$ cat src/rtl/char_plane_reader.sv
// Read side of the 7x20 character plane: turns the VGA pixel stream into plane/font
// lookups and 12-bit RGB with a blinking underline cursor, syncs delayed to match.
module char_plane_reader #(
    parameter int          CELL_W       = 32,
    parameter int          CELL_H       = 64,
    parameter logic [7:0]  BLANK_CODE   = 8'd129,
    parameter logic [11:0] FG_COLOR     = 12'hFFF,
    parameter logic [11:0] BG_COLOR     = 12'h000,
    parameter int          BLINK_CYCLES = 25_000_000,
    parameter logic        SYNC_IDLE    = 1'b1
) (
    input  logic        clk,
    input  logic        reset,
    input  logic [9:0]  x,
    input  logic [9:0]  y,
    input  logic        video_on,
    input  logic        hsync_in,
    input  logic        vsync_in,
    output logic [5:0]  cout,
    output logic [3:0]  rout,
    input  logic [7:0]  dout,
    output logic [11:0] font_addr,
    input  logic [7:0]  font_row,
    input  logic [5:0]  cursor_col,
    input  logic [3:0]  cursor_row,
    input  logic        cursor_en,
    output logic [11:0] rgb,
    output logic        hsync_out,
    output logic        vsync_out
);

    localparam logic [9:0] AREA_W = 10'(20 * CELL_W);
    localparam logic [9:0] AREA_H = 10'(7 * CELL_H);
    localparam int PIX_W  = CELL_W / 8;
    localparam int LINE_H = CELL_H / 16;
    localparam int CNT_W  = (BLINK_CYCLES > 1) ? $clog2(BLINK_CYCLES) : 1;
    localparam logic [CNT_W-1:0] CNT_LAST = CNT_W'(BLINK_CYCLES - 1);

    logic        in_area_s;
    logic [5:0]  col_s;
    logic [3:0]  row_s;
    logic [5:0]  cout_s;
    logic [3:0]  rout_s;
    logic [2:0]  bit_idx_s;
    logic [3:0]  glyph_row_s;
    logic        cur_line_s;
    logic [11:0] rgb_s;

    logic [2:0]  bit_idx1_r, bit_idx2_r, bit_idx3_r;
    logic [3:0]  glyph_row1_r;
    logic        cur1_r, cur2_r, cur3_r;
    logic        area1_r, area2_r, area3_r;
    logic        von1_r, von2_r, von3_r;
    logic        blank2_r, blank3_r;
    logic [3:0]  hs_pipe_r, vs_pipe_r;
    logic [CNT_W-1:0] blink_cnt_r;
    logic        blink_phase_r;

    // Cell decode of the incoming pixel; anything outside the text area reads cell (0,0)
    always_comb begin
        in_area_s   = video_on && (x < AREA_W) && (y < AREA_H);
        col_s       = 6'(x / CELL_W);
        row_s       = 4'(y / CELL_H);
        bit_idx_s   = 3'((x % CELL_W) / PIX_W);
        glyph_row_s = 4'((y % CELL_H) / LINE_H);
        if (in_area_s) begin
            cout_s = col_s;
            rout_s = row_s;
        end else begin
            cout_s = 6'd0;
            rout_s = 4'd0;
        end
        // out-of-range cursor coordinates can never equal an in-area cell
        cur_line_s = cursor_en && in_area_s && (col_s == cursor_col) &&
                     (row_s == cursor_row) && (glyph_row_s >= 4'd14);
    end

    // Stage 1: plane address and per-pixel flags
    always_ff @(posedge clk or posedge reset) begin
        if (reset) begin
            cout         <= 6'd0;
            rout         <= 4'd0;
            bit_idx1_r   <= 3'd0;
            glyph_row1_r <= 4'd0;
            cur1_r       <= 1'b0;
            area1_r      <= 1'b0;
            von1_r       <= 1'b0;
        end else begin
            cout         <= cout_s;
            rout         <= rout_s;
            bit_idx1_r   <= bit_idx_s;
            glyph_row1_r <= glyph_row_s;
            cur1_r       <= cur_line_s;
            area1_r      <= in_area_s;
            von1_r       <= video_on;
        end
    end

    // Stage 2: font address from the stored code, blank detection
    always_ff @(posedge clk or posedge reset) begin
        if (reset) begin
            font_addr  <= 12'd0;
            blank2_r   <= 1'b0;
            bit_idx2_r <= 3'd0;
            cur2_r     <= 1'b0;
            area2_r    <= 1'b0;
            von2_r     <= 1'b0;
        end else begin
            font_addr  <= {dout, glyph_row1_r};
            blank2_r   <= (dout == BLANK_CODE) || (dout == 8'hFF);
            bit_idx2_r <= bit_idx1_r;
            cur2_r     <= cur1_r;
            area2_r    <= area1_r;
            von2_r     <= von1_r;
        end
    end

    // Stage 3: flags wait alongside the external font ROM read
    always_ff @(posedge clk or posedge reset) begin
        if (reset) begin
            blank3_r   <= 1'b0;
            bit_idx3_r <= 3'd0;
            cur3_r     <= 1'b0;
            area3_r    <= 1'b0;
            von3_r     <= 1'b0;
        end else begin
            blank3_r   <= blank2_r;
            bit_idx3_r <= bit_idx2_r;
            cur3_r     <= cur2_r;
            area3_r    <= area2_r;
            von3_r     <= von2_r;
        end
    end

    // Pixel colour; cursor beats blank and glyph but never lights the border
    always_comb begin
        rgb_s = BG_COLOR;
        if (!von3_r) begin
            rgb_s = 12'h000;
        end else if (cur3_r && blink_phase_r) begin
            rgb_s = FG_COLOR;
        end else if (!area3_r || blank3_r) begin
            rgb_s = BG_COLOR;
        end else if (font_row[3'd7 - bit_idx3_r]) begin
            rgb_s = FG_COLOR;
        end else begin
            rgb_s = BG_COLOR;
        end
    end

    // Stage 4: registered colour output
    always_ff @(posedge clk or posedge reset) begin
        if (reset) begin
            rgb <= 12'h000;
        end else begin
            rgb <= rgb_s;
        end
    end

    // Sync delay line matching the four-edge colour pipeline
    always_ff @(posedge clk or posedge reset) begin
        if (reset) begin
            hs_pipe_r <= {4{SYNC_IDLE}};
            vs_pipe_r <= {4{SYNC_IDLE}};
        end else begin
            hs_pipe_r <= {hs_pipe_r[2:0], hsync_in};
            vs_pipe_r <= {vs_pipe_r[2:0], vsync_in};
        end
    end

    assign hsync_out = hs_pipe_r[3];
    assign vsync_out = vs_pipe_r[3];

    // Free-running blink timer, independent of video timing
    always_ff @(posedge clk or posedge reset) begin
        if (reset) begin
            blink_cnt_r   <= {CNT_W{1'b0}};
            blink_phase_r <= 1'b0;
        end else if (blink_cnt_r == CNT_LAST) begin
            blink_cnt_r   <= {CNT_W{1'b0}};
            blink_phase_r <= ~blink_phase_r;
        end else begin
            blink_cnt_r   <= blink_cnt_r + 1'b1;
            blink_phase_r <= blink_phase_r;
        end
    end

endmodule

$ cat config.mk
export PLATFORM = sky130hd
export DESIGN_NAME = char_plane_reader
export DESIGN_NICKNAME = d
export VERILOG_FILES = /design/src/rtl/char_plane_reader.sv
export SDC_FILE = /design/constraint.sdc
export NUM_CORES = 1
export LEC_CHECK = 0
export CORE_UTILIZATION = 47
export DETAILED_ROUTE_END_ITERATION = 16
export GPL_TIMING_DRIVEN = 0
export PLACE_DENSITY = 0.77
export SYNTH_ARGS = -nofsm -noshare
export SYNTH_HDL_FRONTEND = slang
export SYNTH_SLANG_ARGS = --single-unit
$ cat constraint.sdc
create_clock -name clk -period 3.1 [get_ports clk]
set_input_delay 0.62 -clock clk [delete_from_list [all_inputs] [get_ports clk]]
set_output_delay 0.62 -clock clk [all_outputs]
set_load 0.03 [all_outputs]
==> results of run 1 <==
==> cells by family (layout without fill, tap and decap cells) <==
group	after synthesis	in the layout
buffers and inverters	19	118
other	1	2
muxes	3	3
xor gates and xnor gates	25	25
AOI/OAI and AO/OA	20	20
and+or+nand+nor	81	81
DFF	80	80
adders and majority gates	1	1
==> registers in the layout (all words and copies together), names as in the netlist, 3 cells and up <==
name / count
cout: 5
vs_pipe_r: 4
bit_idx1_r: 3
rout: 4
bit_idx3_r: 3
hs_pipe_r: 4
glyph_row1_r: 4
blink_cnt_r: 25
font_addr: 12
bit_idx2_r: 3
==> per-stage QoR <==
step / total power [W] / setup TNS, ns / utilization / cell area [µm²] / hold WS (ns)
after floorplan: 0.00119 / 0 / - / 3040 / 0.331
after global placement: 0.00129 / -48.72 / 0.653 / 3960 / 0.333
after detailed placement: 0.00130 / 0 / 0.658 / 3990 / 0.335
after CTS: 0.00208 / 0 / 0.692 / 4190 / 0.352
after global routing: 0.00214 / 0 / 0.692 / 4190 / 0.352
final: 0.00206 / 0 / 0.692 / 4190 / 0.351
==> worst reg2reg max path, stage by stage (launching register included) <==
cell and delay (ns):
dfrtp_1 0.41, ha_1 0.22, and3_1 0.24, nand4_1 0.18
nor3_4 0.34, buf_2 0.32, nor2_1 0.09
==> cell usage in the layout, fill, tap and decap left out, types with 8 or more instances in the layout <==
cell type,synthesis,routed
a21oi_1,8,8
and2_1,8,8
buf_4,12,12
clkbuf_8,0,10
clkdlybuf4s50_1,0,82
dfrtp_1,72,72
dfstp_2,8,8
nand2_1,10,10
nand3_1,10,10
nand4_1,11,11
nor2_1,8,8
xnor2_1,20,20
==> report_power, final <==
| group | switching [W] | leakage (nW) | internal, W |
|---|---|---|---|
| clock | 0.000375 | 0.101 | 0.000402 |
| combinational | 0.0000883 | 0.709 | 0.000105 |
| sequential | 0.0000105 | 1.00 | 0.00108 |
==> path summary, 6_finish.rpt <==
| path | start | endpoint | depth (start not counted) |
|---|---|---|---|
| min in group asynchronous | reset | rout[0] | 2 |
| min reg2reg | glyph_row1_r[0] | font_addr[0] | 0 |
| max in group asynchronous | reset | blink_cnt_r[11] | 3 |
| min | glyph_row1_r[0] | font_addr[0] | 0 |
| max | rgb[10] | rgb[1] | 2 |
| max reg2reg | blink_cnt_r[0] | blink_cnt_r[13] | 6 |
==> cell type report <==
type,instances,area share
inverters,3,0.00328
repair buffers,83,0.202
multi-input cells,132,0.216
clock buffers,11,0.0337
plain buffers,16,0.0275
well taps,75,0.0224
clock inverters,5,0.0152
flip-flops and latches,80,0.480
==> routing by layer <==
layer | up-vias | routed length [µm] | global-route usage
met5 | - | 0 | 0
met4 | 0 | 153 | 0.100
met3 | 12 | 426 | 0.0780
met2 | 76 | 2910 | 0.325
met1 | 1000 | 2250 | 0.221
li1 | 991 | - | -
==> impl_metrics.toml, run 1 <==
[worst_setup_path]
path_buf_inv = 2
cp_slowest_stage_delay_ns = 0.66
cpMaxStageDelayCell = "clkdlybuf4s50_1"
cp.arrival_ns = 1.70
cp_max_fo = 12
crit_family = "buffers and inverters"
startpoint_type = "register"
rrSetupSlack_ns = 1.20
crit_required_ns = 2.48
cp_cell_sequence = "buf_4, clkdlybuf4s50_1"
end_kind = "output port"
path_class = "register to output port"

[timing]
hold_viol_final = 0
max_freq_ghz = 0.431
clock_skew_ns = 0.00766
period_share = 0.749
layout_min_cycle_time_ns = 2.32
final-setup-viol-count = 0
layout_setup_ws_ns = 0.780
slew_viol_final = 0
grt_setup_unrepaired = "no"

[cts]
postCtsSetupBuffers = 0
path_clk_slew_ns = 0.08
hold_buffers = 0
ctsResizeCount = 0
htreeDepth = 3
insertion_delay_ns = 0.34
cts_tree = "yes"
clockBufferDepth = 2
clock-sinks = 80
cts_root_buf = "clkbuf_8"
numCtsBuffers = 9

[global_route]
grt_overflow_total = 0
antenna_found_initial = 0
grt_pass1_vias = 2009
grt_use_total = 0.197
grt_max_degree = 58
grt_first_pass_wirelength_um = 9400

[synthesis]
ys_seq_elements = 80
yosys.area.top_type = "dfrtp_1"
yosysMostFrequentCell = "dfrtp_1"
synthArstFlopShare = 1.00
synth_top_family_by_area = "simple AND/OR/NAND/NOR gates"
synth-simple-area-share = 0.166
yosys_warnings = 0
yosysUniqueCellTypes = 39
synth_compound_gate_area_share = 0.0391
synth-xor-area-share = 0.0720
synth.cell_area_um2 = 3040
ys_seq_area_frac = 0.662
synthTopCellsByCount = "dfrtp_1 (72), xnor2_1 (20), buf_4 (12)"
synth.avg_cell_area_um2 = 13.2
yosys_most_used_dff = "dfrtp_1"
synth-edff-count = 0
synth_top_area_frac = 0.593
synthMuxAreaShare = 0.0140
syn-instance-count = 230
synthAdderAreaFrac = 0.00412
synth.area.top_cells = "dfrtp_1 (59%), dfstp_2 (6.9%), xnor2_1 (5.8%), buf_4 (3.0%), nand4_1 (2.3%)"

[place]
portBuffers = 82
place_ws_ns = 0.980
dp_hpwl_um = 4230
gp_congestion = 0.750
placed_cells = 389

[power]
peakVddDrop_v = 0.000289
power_leakage_nw = 1.81
power_per_cell_area_nw_per_um2 = 490

[detailed_routing]
firstDrtPassIters = 4
viasPerCell = 5.13
drc = 0
drt_iter0_drc = 80
wire_per_inst_um = 14.2
routed_wl_um = 5740
final_antenna_net_count = 0
routed-via-count = 2079

[floorplan]
core_area_um2 = 6060
initial_core_util = 0.501
die_area_um2 = 6790
pin_count = 88
dieWidth_um = 82.4
die_h_um = 82.4
row_count = 28

[cells_and_area]
area.growth.synth_to_final_pct = 38.0
register_area_um2 = 2010
stdcell_count = 405
fillers = 459
multi_input_area_um2 = 905
drive_gt1_frac = 0.142
diodes = 0
nets = 378

[status]
status = "finished clean"

[min_path]
hold_class = "register to register"

[run]
cap_viol_max_count = 0
Note: power is estimated with default switching activity, not from simulation.
==> run 2: changes to the inputs <==
clock period = 2.3 ns   (was 3.1 ns; I/O delays follow)
==> run 2 against run 1 <==
Register-to-register slack got worse by 0.85 ns. Cell area fell by 0.63%. Worst setup slack got worse by 0.64 ns. Total power rose by 30%. Critical path depth did not move. Die area did not move. Clock-buffer cell count fell by 2. Routed wire length fell by 4.0%. Sequential share of layout area rose by 0.30 points. Non-clock buffer count did not move. Combinational power rose by 33%. First-iteration DRC count rose by 81%.
==> impl_metrics.toml, run 2 (same netlist as run 1, synthesis figures left out) <==
[timing]
hold_ws_ns = 0.353
relSlewSlack = 0.425
hold_viol_final = 0
grt_setup_unrepaired = "no"
period_share = 0.939
slew_viol_final = 0
tightest_slew_ns = 0.861
layout_min_cycle_time_ns = 2.16
max_freq_ghz = 0.463
tns_ns = 0
clock_skew_ns = 0.0115
final-setup-viol-count = 0

[floorplan]
pin_count = 88
die_area_um2 = 6790
dieWidth_um = 82.4
core_area_um2 = 6060
row_count = 28
die_h_um = 82.4
initial_core_util = 0.501

[cells_and_area]
top_regs = "blink_cnt_r (25), font_addr (12), cout (5)"
nets = 378
area.growth.synth_to_final_pct = 37.1
fillers = 463
stdcell_count = 405
drive_gt1_frac = 0.145
final_common_cell = "clkdlybuf4s50_1"
top_register = "blink_cnt_r"
final_cell_mix = "clkdlybuf4s50_1 (82), dfrtp_1 (72), xnor2_1 (20)"
diodes = 0
largest_reg_flops = 25

[global_route]
antenna_found_initial = 0
grt_max_degree = 42
grt_overflow_total = 0
grt_use_total = 0.192
grt_first_pass_wirelength_um = 9400
grt_pass1_vias = 2056

[status]
status = "finished clean"

[worst_setup_path]
reg2reg_to = "blink_cnt_r[11]"
cp.arrival_ns = 1.70
rrSetupSlack_ns = 0.35
startpoint_type = "register"
path_class = "register to output port"
end_kind = "output port"
cp_max_fo = 12
reg2reg_from = "blink_cnt_r[8]"
r2r_cells = 5
crit_required_ns = 1.84

[cts]
cts_tree = "yes"
clock-sinks = 80
numCtsBuffers = 9
cts_root_buf = "clkbuf_8"
path_clk_slew_ns = 0.08
clockBufferDepth = 2
ctsResizeCount = 0
htreeDepth = 3
hold_buffers = 0
postCtsSetupBuffers = 0
insertion_delay_ns = 0.35

[detailed_routing]
wire_per_inst_um = 13.6
drc = 0
viasPerCell = 5.10
routed_wl_um = 5510
drt_iter0_drc = 145
final_antenna_net_count = 0
firstDrtPassIters = 4
routed-via-count = 2064

[power]
peakVddDrop_v = 0.000351
power_per_cell_area_nw_per_um2 = 640
finalPower_w = 0.00267
power_leakage_nw = 1.79

[min_path]
hold_start = "area1_r"
hold_class = "register to register"
worst_hold_path.endpoint = "area2_r"
whs_path_depth = 0

[place]
gp_congestion = 0.788
placed_cells = 389
dp_hpwl_um = 4140
portBuffers = 82

[run]
cap_viol_max_count = 0
[run 2: cell types whose count changed in the layout (fill, tap and decap cells not counted), sizes merged]
| cell | delta |
|---|---|
| clkbuf | -2 |
| clkinvlp | +2 |
| bufinv | -1 |
| inv | +1 |
[run 2: worst max-delay path: stages (launching register included)]
cell and delay, ns:
dfrtp_1 0.53, buf_4 0.17, clkdlybuf4s50_1 0.66
[run 2: how the worst max path moves through the flow]
stage | startpoint | to | slack (ns) | cells past startpoint
2_1_floorplan | blink_cnt_r[0] | blink_cnt_r[16] | 0.62 | 6
3_3_place_gp | reset | font_addr[6] | 0.11 | 2
3_5_place_dp | x[7] | cur1_r | 0.37 | 6
4_1_cts | rgb[10] | rgb[8] | 0.11 | 2
5_1_grt | rgb[10] | rgb[4] | 0.05 | 2
6_report | rgb[10] | rgb[8] | 0.14 | 2
[run 2: cell type report]
class                           instances  area, µm²  area share
Clock buffer                            9        124      0.0297
Multi-Input combinational cell        132        905       0.217
Tap cell                               75       93.8      0.0225
Inverter                                3       15.0     0.00360
Buffer                                 16        115      0.0276
Timing Repair Buffer                   83        841       0.202
Clock inverter                          7       61.3      0.0147
Sequential cell                        80       2010       0.483
[run 2: per-stage QoR]
step / instance area, µm² / worst slack, ns / util
after floorplan: 3050 / 0.619 / -
after global placement: 3960 / 0.105 / 0.654
after detailed placement: 3980 / 0.370 / 0.657
after CTS: 4170 / 0.109 / 0.687
after global routing: 4170 / 0.0454 / 0.687
final: 4170 / 0.141 / 0.687
[run 2: power by group]
group | leakage, nW | switching, W | internal, W
Sequential | 1.00 | 0.0000141 | 0.00145
Combinational | 0.702 | 0.000117 | 0.000140
Clock | 0.0888 | 0.000534 | 0.000412
[run 2: routing by layer]
| layer | global-route usage | routed length, µm | vias up |
|---|---|---|---|
| li1 | - | - | 992 |
| met2 | 0.323 | 2800 | 82 |
| met3 | 0.0725 | 487 | 13 |
| met1 | 0.209 | 2080 | 977 |
| met5 | 0 | 0 | - |
| met4 | 0.105 | 141 | 0 |
==> run 3: changes to the inputs <==
CORE_UTILIZATION = 49   (was 47)
CTS_BUF_LIST = sky130_fd_sc_hd__clkbuf_8   (was default)
PLACE_DENSITY = 0.8   (was 0.77)
==> run 3 against run 2 <==
Via count is 0.82% higher. Routed wire length is 2.2% lower. Global-route usage is 0.14 points higher. Die area is 4.0% lower. Critical path depth stayed put. Clock power is 2% higher. Non-clock buffer count stayed put. Critical endpoint is now rgb[7].
==> impl_metrics.toml, run 3 (same netlist as run 1, synthesis figures left out) <==
[detailed_routing]
routed_wl_um = 5390
drt_iter0_drc = 137
viasPerCell = 5.14
routed-via-count = 2081
drc = 0
final_antenna_net_count = 0
wire_per_inst_um = 13.3
firstDrtPassIters = 4

[cts]
cts_root_buf = "clkbuf_8"
cts_tree = "yes"
clock-sinks = 80
path_clk_slew_ns = 0.09
htreeDepth = 3
postCtsSetupBuffers = 0
hold_buffers = 0
ctsResizeCount = 0
insertion_delay_ns = 0.35
numCtsBuffers = 9
clockBufferDepth = 2

[cells_and_area]
top_register = "blink_cnt_r"
fillers = 435
top_regs = "blink_cnt_r (25), font_addr (12), cout (5)"
drive_gt1_frac = 0.145
area.growth.synth_to_final_pct = 37.3
multi_input_area_um2 = 905
largest_reg_flops = 25
final_common_cell = "clkdlybuf4s50_1"
register_area_um2 = 2010
final_cell_mix = "clkdlybuf4s50_1 (82), dfrtp_1 (72), xnor2_1 (20)"
diodes = 0
nets = 378

[global_route]
grt_first_pass_wirelength_um = 9140
antenna_found_initial = 0
grt_pass1_vias = 2029
grt_overflow_total = 0
gr-usage-met3 = 0.0674
grt_max_degree = 44
busiest_layer = "met2"
met2_usage = 0.303
grt_use_total = 0.193
met1_usage = 0.226

[floorplan]
dieWidth_um = 80.8
row_count = 28
pin_count = 88
die_h_um = 80.8
die_area_um2 = 6520
initial_core_util = 0.510
core_area_um2 = 5960

[status]
status = "finished clean"

[min_path]
whs_path_depth = 0
hold_start = "bit_idx2_r[0]"
hold_class = "register to register"
worst_hold_path.endpoint = "bit_idx3_r[0]"

[timing]
tightest_slew_ns = 0.909
hold_viol_final = 0
max_freq_ghz = 0.462
clock_skew_ns = 0.0121
layout_min_cycle_time_ns = 2.16
grt_setup_unrepaired = "no"
tns_ns = 0
period_share = 0.941
relSlewSlack = 0.393
final-setup-viol-count = 0
slew_viol_final = 0

[place]
portBuffers = 82
gp_congestion = 0.771
dp_hpwl_um = 3960

[worst_setup_path]
cp_max_fo = 12
cp_slowest_stage_delay_ns = 0.65
crit_family = "buffers and inverters"
startpoint_type = "register"
cp.arrival_ns = 1.70
cp_cell_sequence = "buf_4, clkdlybuf4s50_1"
path_class = "register to output port"
reg2reg_to = "blink_cnt_r[12]"
end_kind = "output port"
path_buf_inv = 2
crit_required_ns = 1.84
rrSetupSlack_ns = 0.37
r2r_cells = 6
reg2reg_from = "blink_cnt_r[0]"
cpMaxStageDelayCell = "clkdlybuf4s50_1"

[power]
finalPower_w = 0.00269
peakVddDrop_v = 0.000429
power_leakage_nw = 1.80
power_per_cell_area_nw_per_um2 = 644

[run]
cap_viol_max_count = 0
[run 3: worst max-delay path by stage]
stage                         startpoint         endpoint  cells past startpoint
after global routing             rgb[10]           rgb[2]                      2
after detailed placement            x[8]           cur1_r                      6
final                            rgb[10]           rgb[7]                      2
after floorplan           blink_cnt_r[0]  blink_cnt_r[16]                      6
after global placement             reset     font_addr[5]                      2
after CTS                        rgb[10]           rgb[7]                      2
[run 3: worst reg2reg max path, delay by kind of cell (launching register included)]
kind,cells,cell delay (ns)
and+or+nand+nor,4,0.86
adders and majority gates,1,0.22
DFF,1,0.41
buffers and inverters,1,0.32
[run 3: routing by layer]
layer,up-vias,share of wire
li1,994,-
met1,991,0.39
met2,79,0.49
met3,17,0.084
met4,0,0.035
met5,-,0
[run 3: power by group]
part / leakage [nW] / total [W] / switching (W) / internal (W)
logic: 0.702 / 0.000258 / 0.000119 / 0.000140
registers: 1.00 / 0.00146 / 0.0000131 / 0.00145
clock network: 0.0963 / 0.000964 / 0.000505 / 0.000458
[run 3: per-stage QoR]
stage                     utilization  instances  hold WS, ns  setup slack, ns  cell area, µm²
after floorplan                     -        231        0.331            0.619            3050
after global placement          0.665        388        0.332            0.108            3960
after detailed placement        0.668        389        0.335            0.375            3980
after CTS                       0.700        405        0.348            0.102            4170
after global routing            0.700        405        0.349           0.0491            4170
final                           0.700        405        0.345            0.136            4170
[run 3: layout make-up]
type                       instances  share of cell area
sequential                        80               0.482
buffer                            16              0.0276
tap                               75              0.0225
timing repair buffer              83               0.202
clock inverter                     5             0.00930
multi-input combinational        132               0.217
inverter                           3             0.00360
clock buffer                      11              0.0363
